==> src/rtl/seg_scan_controller_pkg.sv <==
// Shared types and constants for the 4-digit 7-segment scan controller.
// Optional feature macro used by this slice: LEADING_ZERO_BLANK_EN.
package seg_scan_controller_pkg;

    typedef enum logic {
        ST_DEAD  = 1'b0,
        ST_DRIVE = 1'b1
    } state_t;

    localparam int unsigned NUM_DIGITS = 4;
    localparam logic [6:0]  SEG_OFF    = 7'b1111111;
    localparam logic [3:0]  AN_OFF     = 4'b1111;

    // Digit k>0 is worth showing only if some nibble at or above k is non-zero.
    function automatic logic [NUM_DIGITS-1:0] lz_visible(input logic [15:0] v);
        logic [NUM_DIGITS-1:0] vis;
        vis[0] = 1'b1;
        vis[1] = |v[15:4];
        vis[2] = |v[15:8];
        vis[3] = |v[15:12];
        return vis;
    endfunction

endpackage

==> src/rtl/seg_scan_controller_hex_to_7segment.sv <==
// Hex nibble to common-anode 7-segment decoder; seg = {a,b,c,d,e,f,g}, active-low.
module hex_to_7segment (
    input  logic [3:0] hex,
    output logic [6:0] seg
);

    always_comb begin
        seg = 7'b1111111;
        unique case (hex)
            4'h0: seg = 7'b0000001;
            4'h1: seg = 7'b1001111;
            4'h2: seg = 7'b0010010;
            4'h3: seg = 7'b0000110;
            4'h4: seg = 7'b1001100;
            4'h5: seg = 7'b0100100;
            4'h6: seg = 7'b0100000;
            4'h7: seg = 7'b0001111;
            4'h8: seg = 7'b0000000;
            4'h9: seg = 7'b0000100;
            4'hA: seg = 7'b0001000;
            4'hB: seg = 7'b1100000;
            4'hC: seg = 7'b0110001;
            4'hD: seg = 7'b1000010;
            4'hE: seg = 7'b0110000;
            4'hF: seg = 7'b0111000;
        endcase
    end

endmodule

==> src/rtl/seg_scan_controller.sv <==
// Time-multiplexed 4-digit scan controller with per-digit dead time and tear-free frame commit.
// Optional: define LEADING_ZERO_BLANK_EN to blank leading zero digits (digit 0 always shown).
module seg_scan_controller
    import seg_scan_controller_pkg::*;
#(
    parameter int unsigned REFRESH_DIV = 100000,
    parameter int unsigned DEAD_CYCLES = 16
) (
    input  logic        clk,
    input  logic        reset_n,
    input  logic [15:0] value,
    input  logic        load,
    input  logic [3:0]  dp_in,
    input  logic [3:0]  digit_en,
    output logic [3:0]  an,
    output logic        a,
    output logic        b,
    output logic        c,
    output logic        d,
    output logic        e,
    output logic        f,
    output logic        g,
    output logic        dp,
    output logic [1:0]  digit_sel,
    output logic        frame_done
);

    localparam int unsigned CNT_MAX = (REFRESH_DIV > DEAD_CYCLES) ? REFRESH_DIV : DEAD_CYCLES;
    localparam int unsigned CNT_W   = $clog2(CNT_MAX);

    localparam logic [CNT_W-1:0] DRIVE_LAST = CNT_W'(REFRESH_DIV - 1);
    localparam logic [CNT_W-1:0] DEAD_LAST  = CNT_W'(DEAD_CYCLES - 1);

    state_t             state_q, state_d;
    logic [CNT_W-1:0]   cnt_q, cnt_d;
    logic [1:0]         sel_q, sel_d;

    logic [15:0]        shadow_val_q, shadow_val_d;
    logic [3:0]         shadow_dp_q, shadow_dp_d;
    logic               pending_q, pending_d;
    logic [15:0]        committed_val_q, committed_val_d;
    logic [3:0]         committed_dp_q, committed_dp_d;

    logic [3:0]         an_q, an_d;
    logic [6:0]         seg_q, seg_d;
    logic               dp_q, dp_d;
    logic               frame_done_q, frame_done_d;

    logic               commit;
    logic [3:0]         cur_nibble;
    logic [6:0]         dec_seg;
    logic [3:0]         vis;

    hex_to_7segment u_dec (
        .hex (cur_nibble),
        .seg (dec_seg)
    );

    always_comb begin
        state_d = state_q;
        cnt_d   = cnt_q + 1'b1;
        sel_d   = sel_q;
        if (state_q == ST_DEAD) begin
            if (cnt_q == DEAD_LAST) begin
                state_d = ST_DRIVE;
                cnt_d   = '0;
            end
        end else begin
            if (cnt_q == DRIVE_LAST) begin
                state_d = ST_DEAD;
                cnt_d   = '0;
                sel_d   = sel_q + 2'd1;
            end
        end
    end

    // Commit on the last DRIVE cycle of digit 3; a load in that same cycle bypasses the shadow.
    always_comb begin
        commit = (state_q == ST_DRIVE) && (sel_q == 2'd3) && (cnt_q == DRIVE_LAST);

        shadow_val_d    = shadow_val_q;
        shadow_dp_d     = shadow_dp_q;
        pending_d       = pending_q;
        committed_val_d = committed_val_q;
        committed_dp_d  = committed_dp_q;

        if (load) begin
            shadow_val_d = value;
            shadow_dp_d  = dp_in;
            pending_d    = 1'b1;
        end

        if (commit) begin
            pending_d = 1'b0;
            if (load) begin
                committed_val_d = value;
                committed_dp_d  = dp_in;
            end else if (pending_q) begin
                committed_val_d = shadow_val_q;
                committed_dp_d  = shadow_dp_q;
            end
        end
    end

    always_comb begin
        cur_nibble = committed_val_q[{sel_q, 2'b00} +: 4];
`ifdef LEADING_ZERO_BLANK_EN
        vis = lz_visible(committed_val_q);
`else
        vis = '1;
`endif

        // Segments settle during DEAD so they are stable before the anode turns on.
        seg_d = (state_q == ST_DEAD) ? dec_seg : seg_q;

        an_d = AN_OFF;
        if ((state_d == ST_DRIVE) && digit_en[sel_d] && vis[sel_d]) begin
            an_d[sel_d] = 1'b0;
        end

        dp_d         = ~((state_d == ST_DRIVE) && committed_dp_q[sel_d]);
        frame_done_d = (state_d == ST_DRIVE) && (sel_d == 2'd3) && (cnt_d == DRIVE_LAST);
    end

    always_ff @(posedge clk or negedge reset_n) begin
        if (!reset_n) begin
            state_q         <= ST_DEAD;
            cnt_q           <= '0;
            sel_q           <= '0;
            shadow_val_q    <= '0;
            shadow_dp_q     <= '0;
            pending_q       <= 1'b0;
            committed_val_q <= '0;
            committed_dp_q  <= '0;
            an_q            <= AN_OFF;
            seg_q           <= SEG_OFF;
            dp_q            <= 1'b1;
            frame_done_q    <= 1'b0;
        end else begin
            state_q         <= state_d;
            cnt_q           <= cnt_d;
            sel_q           <= sel_d;
            shadow_val_q    <= shadow_val_d;
            shadow_dp_q     <= shadow_dp_d;
            pending_q       <= pending_d;
            committed_val_q <= committed_val_d;
            committed_dp_q  <= committed_dp_d;
            an_q            <= an_d;
            seg_q           <= seg_d;
            dp_q            <= dp_d;
            frame_done_q    <= frame_done_d;
        end
    end

    assign an                    = an_q;
    assign {a, b, c, d, e, f, g} = seg_q;
    assign dp                    = dp_q;
    assign digit_sel             = sel_q;
    assign frame_done            = frame_done_q;

endmodule

==> config.mk <==
export PLATFORM = sky130hd
export DESIGN_NAME = seg_scan_controller
export DESIGN_NICKNAME = d
export VERILOG_FILES = /design/src/rtl/seg_scan_controller_pkg.sv /design/src/rtl/seg_scan_controller_hex_to_7segment.sv /design/src/rtl/seg_scan_controller.sv
export SDC_FILE = /design/constraint.sdc
export NUM_CORES = 1
export LEC_CHECK = 0
export CELL_PAD_IN_SITES_DETAIL_PLACEMENT = 0
export CELL_PAD_IN_SITES_GLOBAL_PLACEMENT = 1
export CORE_UTILIZATION = 40
export DETAILED_ROUTE_END_ITERATION = 16
export PLACE_DENSITY_LB_ADDON = 0.05
export SLEW_MARGIN = 20
export SYNTH_ARGS = -nofsm -noshare
export SYNTH_HDL_FRONTEND = slang
export SYNTH_SLANG_ARGS = --single-unit
==> constraint.sdc <==
create_clock -name clk -period 3.2 [get_ports clk]
set_clock_uncertainty 0.15 [all_clocks]
set_input_delay 0.32 -clock clk [delete_from_list [all_inputs] [get_ports clk]]
set_output_delay 0.32 -clock clk [all_outputs]
set_load 0.05 [all_outputs]
==> results of run 1 <==
==> what timing repair did <==
item,CTS,global route
hold buffers,1,0
hold endpoints to repair,35,0
endpoints found under the setup margin,0,0
==> power by group through the flow <==
stage,logic [uW],registers (uW),clock network (uW)
6_report,98.3,966,682
5_1_grt,110,970,750
3_5_place_dp,101,985,0
4_1_cts,102,967,709
3_3_place_gp,101,984,0
2_1_floorplan,37.7,986,0
==> registers in the layout, indices dropped and copies added, names as in the netlist <==
signal           count
an                   4
cnt_q               17
committed_dp_q       4
committed_val_q     16
digit_sel            2
dp                   1
frame_done           1
pending_q            1
seg_q                7
shadow_dp_q          4
shadow_val_q        16
state_q              1
==> placed cells by master, fill, tap and decap left out, drive strengths merged, types with 3 or more instances in the layout <==
| cell type | n |
|---|---|
| inv | 16 |
| xnor2 | 8 |
| nand3 | 9 |
| and4 | 4 |
| o2111ai | 5 |
| a21oi | 7 |
| nor3 | 5 |
| xor2 | 7 |
| nand4 | 8 |
| mux4 | 4 |
| dfstp | 12 |
| and3 | 3 |
| o21ai | 7 |
| ha | 8 |
| a221oi | 4 |
| nand2 | 13 |
| dfrtp | 62 |
| buf | 3 |
| clkdlybuf4s50 | 40 |
| clkinvlp | 3 |
| mux2 | 44 |
| nor2 | 17 |
| mux2i | 6 |
| clkbuf | 9 |
==> stage by stage <==
step / total power, uW / setup slack, ps / utilization (%)
global route: 1830 / 418 / 50.2
global placement: 1080 / 535 / 47.9
CTS: 1780 / 560 / 50.2
detailed placement: 1090 / 595 / 47.9
finish: 1750 / 581 / 50.2
floorplan: 1020 / 746 / -
==> worst min-delay path, delay by kind of cell, from the launching register on <==
kind	cells	cell delay, ps
buffers and inverters	1	40
AOI/OAI and AO/OA	1	50
DFF	1	380
==> metal layers <==
| metal | vias up | track usage [%] |
|---|---|---|
| li1 | 1113 | - |
| met1 | 1130 | 22.5 |
| met4 | 0 | 7.46 |
| met2 | 41 | 23.5 |
| met5 | - | 0 |
| met3 | 8 | 2.61 |
==> synth_stat cells (3+ instances only) <==
cell type	instances	area, sq um
o21ai_0	6	30.0
a21oi_1	7	35.0
o2111ai_1	5	43.8
mux2i_1	6	60.1
dfstp_2	12	315
and4_1	4	35.0
nor3_1	5	25.0
a221oi_1	4	35.0
ha_1	8	100
nand4_1	8	50.1
xor2_1	7	61.3
buf_2	5	25.0
mux2_2	43	484
and3_1	3	18.8
nand3_1	9	45.0
dfrtp_1	62	1550
inv_1	12	45.0
mux4_2	4	90.1
xnor2_1	8	70.1
nand2_1	12	45.0
nor2_1	17	63.8
clkbuf_1	8	30.0
==> kinds of logic after synthesis <==
| kind of cell | after synthesis | share of synthesized area [%] |
|---|---|---|
| muxes | 54 | 18.4 |
| buffers and inverters | 28 | 3.30 |
| adders and majority gates | 8 | 2.84 |
| AOI/OAI and AO/OA | 34 | 6.91 |
| xor gates and xnor gates | 15 | 3.72 |
| DFF | 74 | 52.9 |
| and+or+nand+nor | 74 | 11.9 |
==> area by class of cell <==
type	count	area, sq um
multi-input combinational	185	1550
fill	781	4180
clock buffer	9	124
sequential	74	1870
timing repair buffer	44	433
clock inverter	7	60.1
inverter	12	45.0
tap	105	131
==> final timing paths <==
kind / startpoint / endpoint / depth (start not counted)
max reg2reg: cnt_q[0] / frame_done / 6
min: seg_q[2] / seg_q[2] / 2
min in group asynchronous: reset_n / cnt_q[9] / 2
max in group asynchronous: reset_n / cnt_q[5] / 2
max: cnt_q[0] / frame_done / 6
min reg2reg: seg_q[2] / seg_q[2] / 2
==> results_dict.tcl, run 1 <==
set metrics [dict create \
    synth_edf_count 0 \
    r2r_slack_ps 580 \
    grt_max_degree 75 \
    instances_no_fill 436 \
    seq_power_share_pct 55.3 \
    diodes 0 \
    start_util_pct 42.1 \
    maxSlewViolCount 0 \
    ys_seq_elements 74 \
    area_delta_synth_final_pct 19.2 \
    synth_area_sq_um 3530 \
    clkLatencyLatePin_ps 350 \
    path_cells "ha_1, and4_1, a211o_1, a2111oi_0, o2111ai_1, a2111oi_2" \
    max_cap_violations 0 \
    setup_viol 0 \
    wire_per_inst_microns 14.9 \
    grt_setup_unrepaired "false" \
    hold_violations 0 \
    syn-num-nets 322 \
    post_cts_buffers 0 \
    dr.pass1.iters 4 \
    cts_buffer_depth 2 \
    placed_area_sq_um 4010 \
    endpoint_kind "flop" \
    power.switching_uw 436 \
    async_flop_share_pct 100 \
    criticalPathCategory "flop to flop" \
    grt_overflow 0 \
    powerDensity_nw_per_um2 415 \
    cts_made_buffers 9 \
    clkTransAtPathRegs_ps 90 \
    grt_first_pass_wirelength_microns 10900 \
    p_int_uw 1310 \
    path_buf_inv 0 \
    status "complete, no violations" \
    peakVddDrop_uv 202 \
    required_ps 3280 \
    avgSynthCellArea_sq_um 12.3 \
    crit_path_max_incr_delay_ps 470 \
    crit_path_top_delay_cell "a2111oi_0" \
    synth.distinct_cells 48 \
    hp-class "flop to flop" \
    max_slew_margin_pct 37.1 \
    wl_met3_microns 179 \
    swShare_pct 25.0 \
    htree_num_levels 3 \
    cp_max_fo 8 \
    leakage_uw 0.00180 \
    wl_met2_microns 2900 \
    crit_arrival_ps 2690 \
    avgViaCountPerCell 5.26 \
    holdWs_ps 318 \
    dieArea_sq_um 9200 \
    timing.setup.tns_ps 0 \
    first_iter_violations 64 \
    core_area_sq_um 8380 \
    routabilityCongestion 0.820 \
    drt-total-wl_microns 6520 \
    crit_family "compound AO/OA/AOI/OAI gates" \
    antenna_found_initial 0 \
    finalCritPeriodShare_pct 81.8 \
    num_rows 33 \
    clock.fmax_mhz 382 \
    start_kind "flop" \
    yosysWarnings 0 \
    p_clk_share_pct 39.0 \
    root_buffer "clkbuf_8" \
    placedCellCount 419 \
    top_layer "met4" \
    period_minus_slack_ps 2620 \
    ant_nets 0 \
    first_global_vias 2243 \
    drc 0 \
    hpwl_microns 4450 \
    drive_gt1_share_pct 25.4 \
    cts_resized 0 \
    grt_util_all_layers_pct 15.8 \
    worstMarginPinSlew_ps 943 \
    portBuffers 41 \
    ioPinCount 42 \
    chipWidth_microns 95.9 \
    nets 361 \
    pwr-share-comb_pct 5.6 \
    synthCells 287 \
    route.vias.total 2292 \
    synth_flop_cell "dfrtp_1" \
    fin_area_sq_um 4210 \
    chipHeight_microns 95.9 \
    cts_tree "done" \
    met1_length_microns 3360 \
    numClockSinks 74 \
    synth-seq-area-share_pct 52.9 \
]
No activity file was read; power rests on OpenSTA's default activity.
==> run 2, diff against run 1 <==
==> constraint.sdc (replaced) <==
create_clock -name clk -period 2.6 [get_ports clk]
set_clock_uncertainty 0.15 [all_clocks]
set_input_delay 0.26 -clock clk [delete_from_list [all_inputs] [get_ports clk]]
set_output_delay 0.26 -clock clk [all_outputs]
set_load 0.05 [all_outputs]
==> run 2 against run 1 <==
Effect of this change: worst hold slack got worse by 3.0 ps; first-iteration DRC count increased by 28%; critical path type is now flop to output port; cell count is 1.6% higher; via count grew 0.87%; sequential share of layout area is 0.85 points lower.
==> results_dict.tcl, run 2 (synthesis results as in run 1) <==
set metrics [dict create \
    status "complete, no violations" \
    crit_arrival_ps 2010 \
    powerDensity_nw_per_um2 525 \
    portBuffers 41 \
    chipWidth_microns 95.9 \
    mostFrequentLayoutCells "dfrtp_1 (62), mux2_2 (43), clkdlybuf4s50_1 (40)" \
    drc 0 \
    root_buffer "clkbuf_8" \
    max_slew_margin_pct 45.4 \
    ant_nets 0 \
    grt_max_degree 66 \
    routabilityCongestion 0.881 \
    ioPinCount 42 \
    clock.fmax_mhz 414 \
    drt-total-wl_microns 6860 \
    endpoint_kind "output port" \
    grt_first_pass_wirelength_microns 11900 \
    largest_reg_flops 17 \
    required_ps 2190 \
    area_delta_synth_final_pct 21.5 \
    period_minus_slack_ps 2420 \
    crit_family "buffers and inverters" \
    avgViaCountPerCell 5.22 \
    hpwl_microns 4730 \
    fin_util_pct 51.2 \
    first_iter_violations 82 \
    layout_commonest_cell "dfrtp_1" \
    grt_setup_unrepaired "false" \
    grt_overflow 0 \
    grt_util_all_layers_pct 17.4 \
    numClockSinks 74 \
    top_register "cnt_q" \
    crit_path_top_delay_cell "clkdlybuf4s50_1" \
    max_cap_violations 0 \
    dr.pass1.iters 4 \
    hp-class "flop to flop" \
    cts_tree "done" \
    clkTransAtPathRegs_ps 80 \
    num_rows 33 \
    cts_buffer_depth 2 \
    dieArea_sq_um 9200 \
    diodes 0 \
    antenna_found_initial 0 \
    route.vias.total 2312 \
    hold_violations 0 \
    drive_gt1_share_pct 27.2 \
    cts_made_buffers 9 \
    maxSlewViolCount 0 \
    cp_max_fo 12 \
    htree_num_levels 3 \
    peakVddDrop_uv 307 \
    first_global_vias 2359 \
    path_buf_inv 2 \
    nFillCells 769 \
    worstMarginPinSlew_ps 820 \
    largestRegisters "cnt_q (17), committed_val_q (16), shadow_val_q (16)" \
    path_cells "buf_4, clkdlybuf4s50_1" \
    power_uw 2250 \
    finalCritPeriodShare_pct 93.0 \
    criticalPathCategory "flop to output port" \
    nets 368 \
    crit_path_max_incr_delay_ps 830 \
    wire_per_inst_microns 15.5 \
    chipHeight_microns 95.9 \
    core_area_sq_um 8380 \
    leakage_uw 0.00185 \
    timing.setup.tns_ps 0 \
    start_util_pct 42.1 \
    clkLatencyLatePin_ps 350 \
    start_kind "flop" \
    setup_viol 0 \
]
[run 2: cell count changes in the layout (fill, tap and decap cells not counted), sizes merged]
cell	change
clkinvlp	-2
bufinv	+1
clkinv	+1
buf	+7
[run 2: path summary, 6_finish.rpt]
kind	start	end	slack [ps]	depth (start not counted)
worst max-delay path	digit_sel[0]	digit_sel[0]	180	2
worst min-delay path	seg_q[2]	seg_q[2]	320	2
worst max register to register	cnt_q[5]	an[3]	180	5
worst min register to register	seg_q[2]	seg_q[2]	320	2
max in group asynchronous	reset_n	seg_q[6]	1180	3
min in group asynchronous	reset_n	cnt_q[15]	380	2
[run 2: layout make-up]
class / count / area (sq um) / share of cell area, %
timing repair buffer: 51 / 485 / 11.3
tap: 105 / 131 / 3.06
inverter: 12 / 45.0 / 1.05
sequential: 74 / 1870 / 43.5
clock buffer: 9 / 124 / 2.89
clock inverter: 7 / 83.8 / 1.96
multi-input combinational: 185 / 1550 / 36.2
[run 2: per-layer routing]
| layer | vias to the layer above | global-route usage, % | routed length, microns |
|---|---|---|---|
| met1 | 1128 | 24.2 | 3410 |
| met3 | 5 | 5.06 | 255 |
| met5 | - | 0 | 0 |
| li1 | 1135 | - | - |
| met2 | 44 | 26.2 | 3120 |
| met4 | 0 | 5.22 | 73 |
[run 2: worst reg2reg max path, cell delays in order (launching register included)]
cell and delay, ps:
dfrtp_1 450, or4_4 580, nor4_4 350, nand2_2 240, mux2_4 370, o2111ai_1 200
[run 2: power breakdown]
group | internal [uW] | switching (uW) | total (uW)
logic | 70.1 | 53.2 | 123
registers | 1180 | 7.40 | 1190
clock network | 462 | 478 | 940
[run 2: stage by stage]
step                      hold slack, ps  setup WS [ps]  cell area (sq um)  cells
after floorplan                     -186            146               3530    287
after global placement               266            228               4060    426
after detailed placement             271            148               4060    426
after CTS                            317            122               4280    443
after global routing                 336           25.9               4290    443
final                                315            183               4290    443
[run 2: what timing repair did]
action                                  in CTS  in global routing
buffers inserted                             0                  0
hold buffers                                 1                  0
endpoints found under the setup margin       0                  1
gates resized for setup                      0                  2
hold endpoints to repair                    62                  0
==> run 3, diff against run 2 <==
--- a/config.mk
+++ b/config.mk
@@ -10,6 +10,7 @@
 export CORE_UTILIZATION = 40
 export DETAILED_ROUTE_END_ITERATION = 16
 export PLACE_DENSITY_LB_ADDON = 0.05
+export SKIP_CTS_REPAIR_TIMING = 1
 export SLEW_MARGIN = 20
 export SYNTH_ARGS = -nofsm -noshare
 export SYNTH_HDL_FRONTEND = slang
==> results of run 3 <==
No change in the layout: final DEF, timing and power equal those of run 2.
